### src/rtl/counter_sched.sv
// Round-robin burst scheduler for the two-channel event counter.
// Grants burst requests, issues counter clears, and sequences sel/en/reset.
module counter_sched #(
    parameter int LEN_W = 8
) (
    input  logic             clk,
    input  logic             reset,
    input  logic             req0,
    input  logic [LEN_W-1:0] len0,
    input  logic             req1,
    input  logic [LEN_W-1:0] len1,
    input  logic             clr_req,
    output logic             ack0,
    output logic             ack1,
    output logic             done0,
    output logic             done1,
    output logic             clr_ack,
    output logic             busy,
    output logic             cnt_sel,
    output logic             cnt_en,
    output logic             cnt_reset
);

    // state | meaning
    // IDLE  | arbitrate: clear first, then round-robin between channels
    // RUN   | one counter enable per cycle for the owner until remaining hits 1
    // CLEAR | single-cycle synchronous reset of the counter
    typedef enum logic [1:0] {
        IDLE  = 2'd0,
        RUN   = 2'd1,
        CLEAR = 2'd2
    } state_t;

    state_t           state_q, state_d;
    logic [LEN_W-1:0] remaining_q, remaining_d;
    logic             owner_q, owner_d;
    logic             last_q, last_d;
    logic             gch;
    logic [LEN_W-1:0] glen;

    always_ff @(posedge clk or posedge reset) begin
        if (reset) begin
            state_q     <= IDLE;
            remaining_q <= '0;
            owner_q     <= 1'b0;
            last_q      <= 1'b1;
        end else begin
            state_q     <= state_d;
            remaining_q <= remaining_d;
            owner_q     <= owner_d;
            last_q      <= last_d;
        end
    end

    always_comb begin
        state_d     = state_q;
        remaining_d = remaining_q;
        owner_d     = owner_q;
        last_d      = last_q;
        ack0        = 1'b0;
        ack1        = 1'b0;
        done0       = 1'b0;
        done1       = 1'b0;
        clr_ack     = 1'b0;
        cnt_en      = 1'b0;
        cnt_reset   = 1'b0;
        gch         = 1'b0;
        glen        = '0;

        case (state_q)
            IDLE: begin
                // Grants are Mealy outputs; hold them off while reset is asserted.
                if (!reset) begin
                    if (clr_req) begin
                        state_d = CLEAR;
                    end else if (req0 || req1) begin
                        gch         = (req0 && req1) ? ~last_q : req1;
                        glen        = gch ? len1 : len0;
                        owner_d     = gch;
                        last_d      = gch;
                        remaining_d = glen;
                        ack0        = ~gch;
                        ack1        = gch;
                        if (glen == '0) begin
                            done0 = ~gch;
                            done1 = gch;
                        end else begin
                            state_d = RUN;
                        end
                    end
                end
            end
            RUN: begin
                cnt_en      = 1'b1;
                remaining_d = remaining_q - LEN_W'(1);
                if (remaining_q == LEN_W'(1)) begin
                    done0   = ~owner_q;
                    done1   = owner_q;
                    state_d = IDLE;
                end
            end
            CLEAR: begin
                cnt_reset = 1'b1;
                clr_ack   = 1'b1;
                state_d   = IDLE;
            end
            default: begin
                state_d = IDLE;
            end
        endcase
    end

    assign busy    = (state_q != IDLE);
    assign cnt_sel = owner_q;

endmodule

### config.mk
export PLATFORM = sky130hd
export DESIGN_NAME = counter_sched
export DESIGN_NICKNAME = d
export VERILOG_FILES = /design/src/rtl/counter_sched.sv
export SDC_FILE = /design/constraint.sdc
export NUM_CORES = 1
export LEC_CHECK = 0
export CAP_MARGIN = 20
export CELL_PAD_IN_SITES_DETAIL_PLACEMENT = 1
export CELL_PAD_IN_SITES_GLOBAL_PLACEMENT = 1
export CORE_MARGIN = 2
export CORE_UTILIZATION = 35
export DETAILED_ROUTE_END_ITERATION = 16
export DONT_BUFFER_PORTS = 1
export GPL_TIMING_DRIVEN = 0
export MAX_ROUTING_LAYER = met4
export PLACE_DENSITY = 0.64
export SYNTH_ARGS = -nofsm -noshare
export SYNTH_HDL_FRONTEND = slang
export SYNTH_SLANG_ARGS = --single-unit
export TNS_END_PERCENT = 10
### constraint.sdc
create_clock -name clk -period 3 [get_ports clk]
set_clock_uncertainty 0.2 [all_clocks]
set_input_delay 0.6 -clock clk [delete_from_list [all_inputs] [get_ports clk]]
set_output_delay 0.6 -clock clk [all_outputs]
set_load 0.02 [all_outputs]
-- After elaboration in Yosys (flattened, before gate mapping)
Cells that the tools add are included.
- $add $sub $neg: 1
- eq/ne operators: 9
- mux-type cells: 34
- bitwise operators: 5
- reductions and logical operators: 9
- operators by type and width (operator ; count):
    2-to-1 mux 8 bit ; 4
    2-to-1 mux 1 bit ; 21
    one-hot mux 8 bit (2 select lines) ; 1
    AND reduction 4 bit ; 3
    2-to-1 mux 2 bit ; 5
    equality test 8 x 1 -> 1 bit, second input constant ; 1
    zero test 8 bit ; 1
    != test 2 bit, second input constant ; 4
    subtractor 8 x 1 -> 8 bit, second input constant ; 1
    != test 3 bit, second input constant ; 2
    inverter 1 bit ; 5
    one-hot mux 1 bit (2 select lines) ; 2
    one-hot mux 2 bit (2 select lines) ; 1
    nonzero test 2 bit ; 2
    equality test 2 x 1 -> 1 bit, second input constant ; 1
    equality test 2 bit, second input constant ; 1
    zero test 2 bit ; 1
    logical AND 1 bit ; 1
    logical OR 1 bit ; 1
- register bits after elaboration: 12
- input port bits: 21
- output and inout bits: 9
- word-level logic and storage cells: 62

-- Depth between registers and ports, before layout
- word-level depth: 9
- depth in mapped cells: 6
- depth with buffers taken out: 6

-- Worst setup path after synthesis
No wires, ideal clock.
- path kind: input port to output port
- from: input clr_req
- to: output done0
- arrival time: 1.859 ns
- required time: 2.200 ns
- slack: 0.341 ns
- stages on the path: 5
- buffers on the path: 1
- cells stage by stage: o21bai_1 > or3_1 > buf_6 > nor2_1 > o2bb2ai_1
- longest elaborated chain between the ends: 3
- ends and longest elaborated chain (element ; RTL line ; text):
    start, declared ; 12 ; input logic clr_req,
    2-to-1 mux 1 bit ; 74 ; if (clr_req) begin
    2-to-1 mux 1 bit ; 73 ; if (!reset) begin
    one-hot mux 1 bit (2 select lines) ; 70 ; case (state_q)
    end, declared ; 15 ; output logic done0,
Every way passes these cells.

-- Worst setup path in the final report
- from: register state_q[0]
- to: output done0
- longest elaborated chain between the ends: 2
- elaborated cells between the ends (all ways): 3
- classes of those cells: eq/ne: 1; mux: 1; reduce/logical: 1
- ends and longest elaborated chain (element ; RTL line ; text):
    start, declared ; 34 ; state_t state_q, state_d;
    start signal, assigned ; 48 ; state_q <= state_d;
    equality test 2 x 1 -> 1 bit or zero test 2 bit (tied branches) ; 70 ;
    one-hot mux 1 bit (2 select lines) * ; 70 ;
Every way passes the cells marked *; elsewhere a longest branch is shown, timed or not.

==> results.json <==
{
  "status": "finished clean",
  "nets": 115,
  "first_global_vias": 773,
  "synthTopCellsByArea": "dfrtp_1 33%, mux2i_1 9.5%, dfstp_2 3.1%",
  "synth-seq-area-share": 0.358,
  "leakage_nw": 0.393,
  "path_max_fanout": 6,
  "overflow": 0,
  "cp.arrival_ns": 2.02,
  "startpoint": "state_q[0]$_DFFE_PP0P_",
  "viasPerCell": 6.04,
  "num_vias": 719,
  "start_util": 0.374,
  "syn_avg_cell_area_sq_um": 9.69,
  "wl_per_cell_microns": 18.1,
  "max_slew.worst_pin.slew_ns": 0.488,
  "rows": 17,
  "cap_violations": 0,
  "die_w_microns": 53.1,
  "grt_pass1_wl_microns": 3470,
  "wl_microns": 2160,
  "worstHoldPathType": "input pin to asynchronous set/reset pin",
  "ys_ff_latch": 12,
  "fmax_mhz": 355,
  "ios": 30,
  "grtUsageTotal": 0.184,
  "synth_top_area_share": 0.326,
  "dominantRegCellSynth": "dfrtp_1",
  "ys_types": 39,
  "antenna_left": 0,
  "clkTransAtPathRegs_ns": 0.08,
  "grt_max_degree": 13,
  "die_y_microns": 53.1,
  "dieArea_sq_um": 2820,
  "crit_buf_inv": 1,
  "power.total_mw": 0.846,
  "portBuffers": 0,
  "period_share": 0.939,
  "synth-edff-count": 0,
  "critPathMaxStageDelay_ns": 0.41,
  "drive_above_1_share": 0.198,
  "cts_sinks": 12,
  "cts_buffer_depth": 2,
  "core_area_sq_um": 2250,
  "tns_ns": 0,
  "clock_latency_ns": 0.28,
  "fin_cells": 119,
  "layout-area-overhead-vs-synth_pct": 8.75,
  "fin_util": 0.407,
  "maxSlewHeadroom": 0.675,
  "slowest_stage": "dfrtp_1",
  "route.detailed.drc": 0,
  "critPathRequiredTime_ns": 2.20,
  "cp_top_family": "simple AND/OR/NAND/NOR gates",
  "tritoncts": "built",
  "rsz0062_at_grt": "false",
  "layout_common_cells": "11 x dfrtp_1, 8 x mux2i_1, 7 x nand2_1",
  "cts-buffers-inserted": 3,
  "synth.largest_area_cell": "dfrtp_1",
  "antenna_cells": 0,
  "antenna_found_initial": 0,
  "synthCells": 87,
  "final_common_cell": "dfrtp_1",
  "gp_congestion": 0.764,
  "h-tree-depth": 1,
  "ys_warn_count": 0,
  "ir_worst_vdd_mv": 0.311,
  "cp-end-kind": "output pin",
  "drt_iter0_drc": 2,
  "cts_setup_buffers": 0,
  "cts_resized": 0,
  "startpoint_type": "register",
  "synth_nets": 110,
  "path_cells": "or2_4 > or3_1 > buf_6 > nor2_2 > o2bb2ai_1",
  "clock-root-buffer": "clkbuf_4",
  "finalCriticalPeriod_ns": 2.82,
  "syn_area_sq_um": 843,
  "hold_buffers": 0,
  "maxSlewViolCount": 0,
  "critPathKind": "register to output pin",
  "synth-async-reset-ratio": 1.00,
  "r2r_start": "state_q[1]$_DFFE_PP0P_",
  "hold_viol": 0,
  "dr.pass1.iters": 4,
  "place_inst": 115,
  "setup_viol_count_final": 0,
  "power_density_nw_per_um2": 923
}
[per-layer routing]
metal | GRT usage | vias up | routed length [microns]
li1 | - | 336 | -
met1 | 0.195 | 351 | 896
met2 | 0.304 | 22 | 1090
met3 | 0.0424 | 10 | 106
met4 | 0.124 | 0 | 65
met5 | - | - | 0
[power breakdown]
part,switching (mW),leakage [nW],internal (mW)
Combinational,0.223,0.223,0.169
Sequential,0.0811,0.149,0.236
Clock,0.0635,0.0210,0.0740
[worst paths after layout]
| check | to | slack [ns] | cells after the start |
|---|---|---|---|
| hold reg to reg | last_q$_DFFE_PP1P_ | 0.31 | 1 |
| max in group asynchronous | last_q$_DFFE_PP1P_ | 2.24 | 1 |
| min in group clk | state_q[1]$_DFFE_PP0P_ | 0.17 | 1 |
| setup reg to reg | remaining_q[7]$_DFFE_PP0P_ | 1.16 | 6 |
| setup / recovery | done0 | 0.18 | 5 |
| hold / removal | state_q[1]$_DFFE_PP0P_ | 0.01 | 1 |
[stage by stage]
step	worst slack, ns	hold WS (ns)	cell area [sq um]
final	0.182	0.0101	917
after CTS	0.0356	0.0283	915
after floorplan	0.341	0.264	843
after global routing	0.0772	0.0484	917
after global placement	0.263	0.298	878
after detailed placement	0.258	0.304	878
[synthesized netlist by cell type, types with 2 or more instances]
| cell | n |
|---|---|
| a21oi_1 | 3 |
| o211ai_1 | 2 |
| nor2_1 | 3 |
| o21ai_0 | 5 |
| nand2_1 | 7 |
| inv_1 | 4 |
| nor4_1 | 4 |
| ha_1 | 2 |
| buf_4 | 2 |
| nand2b_1 | 2 |
| a21o_1 | 2 |
| mux2i_1 | 8 |
| dfrtp_1 | 11 |
| o221ai_1 | 3 |
| o22ai_1 | 2 |
| buf_6 | 2 |
| nor3_1 | 2 |
| o32a_1 | 2 |
[cell type report]
type / instances / area, sq um
Buffer: 5 / 42.5
Sequential cell: 12 / 302
Clock buffer: 4 / 36.3
Inverter: 5 / 20.0
Tap cell: 28 / 35.0
Fill cell: 282 / 1340
Multi-Input combinational cell: 65 / 482
[cell families after synthesis]
| family | after synthesis | share of synthesized area |
|---|---|---|
| adders and majority gates | 2 | 0.0297 |
| muxes | 8 | 0.0950 |
| buffers and inverters | 10 | 0.0742 |
| AOI/OAI and AO/OA | 26 | 0.233 |
| and+or+nand+nor | 29 | 0.211 |
| DFF | 12 | 0.358 |
[state kept, by name, summed over array words and instances (netlist names)]
name and count:
remaining_q 8, state_q 2, cnt_sel 1, last_q 1
(Power assumes the default switching activity.)
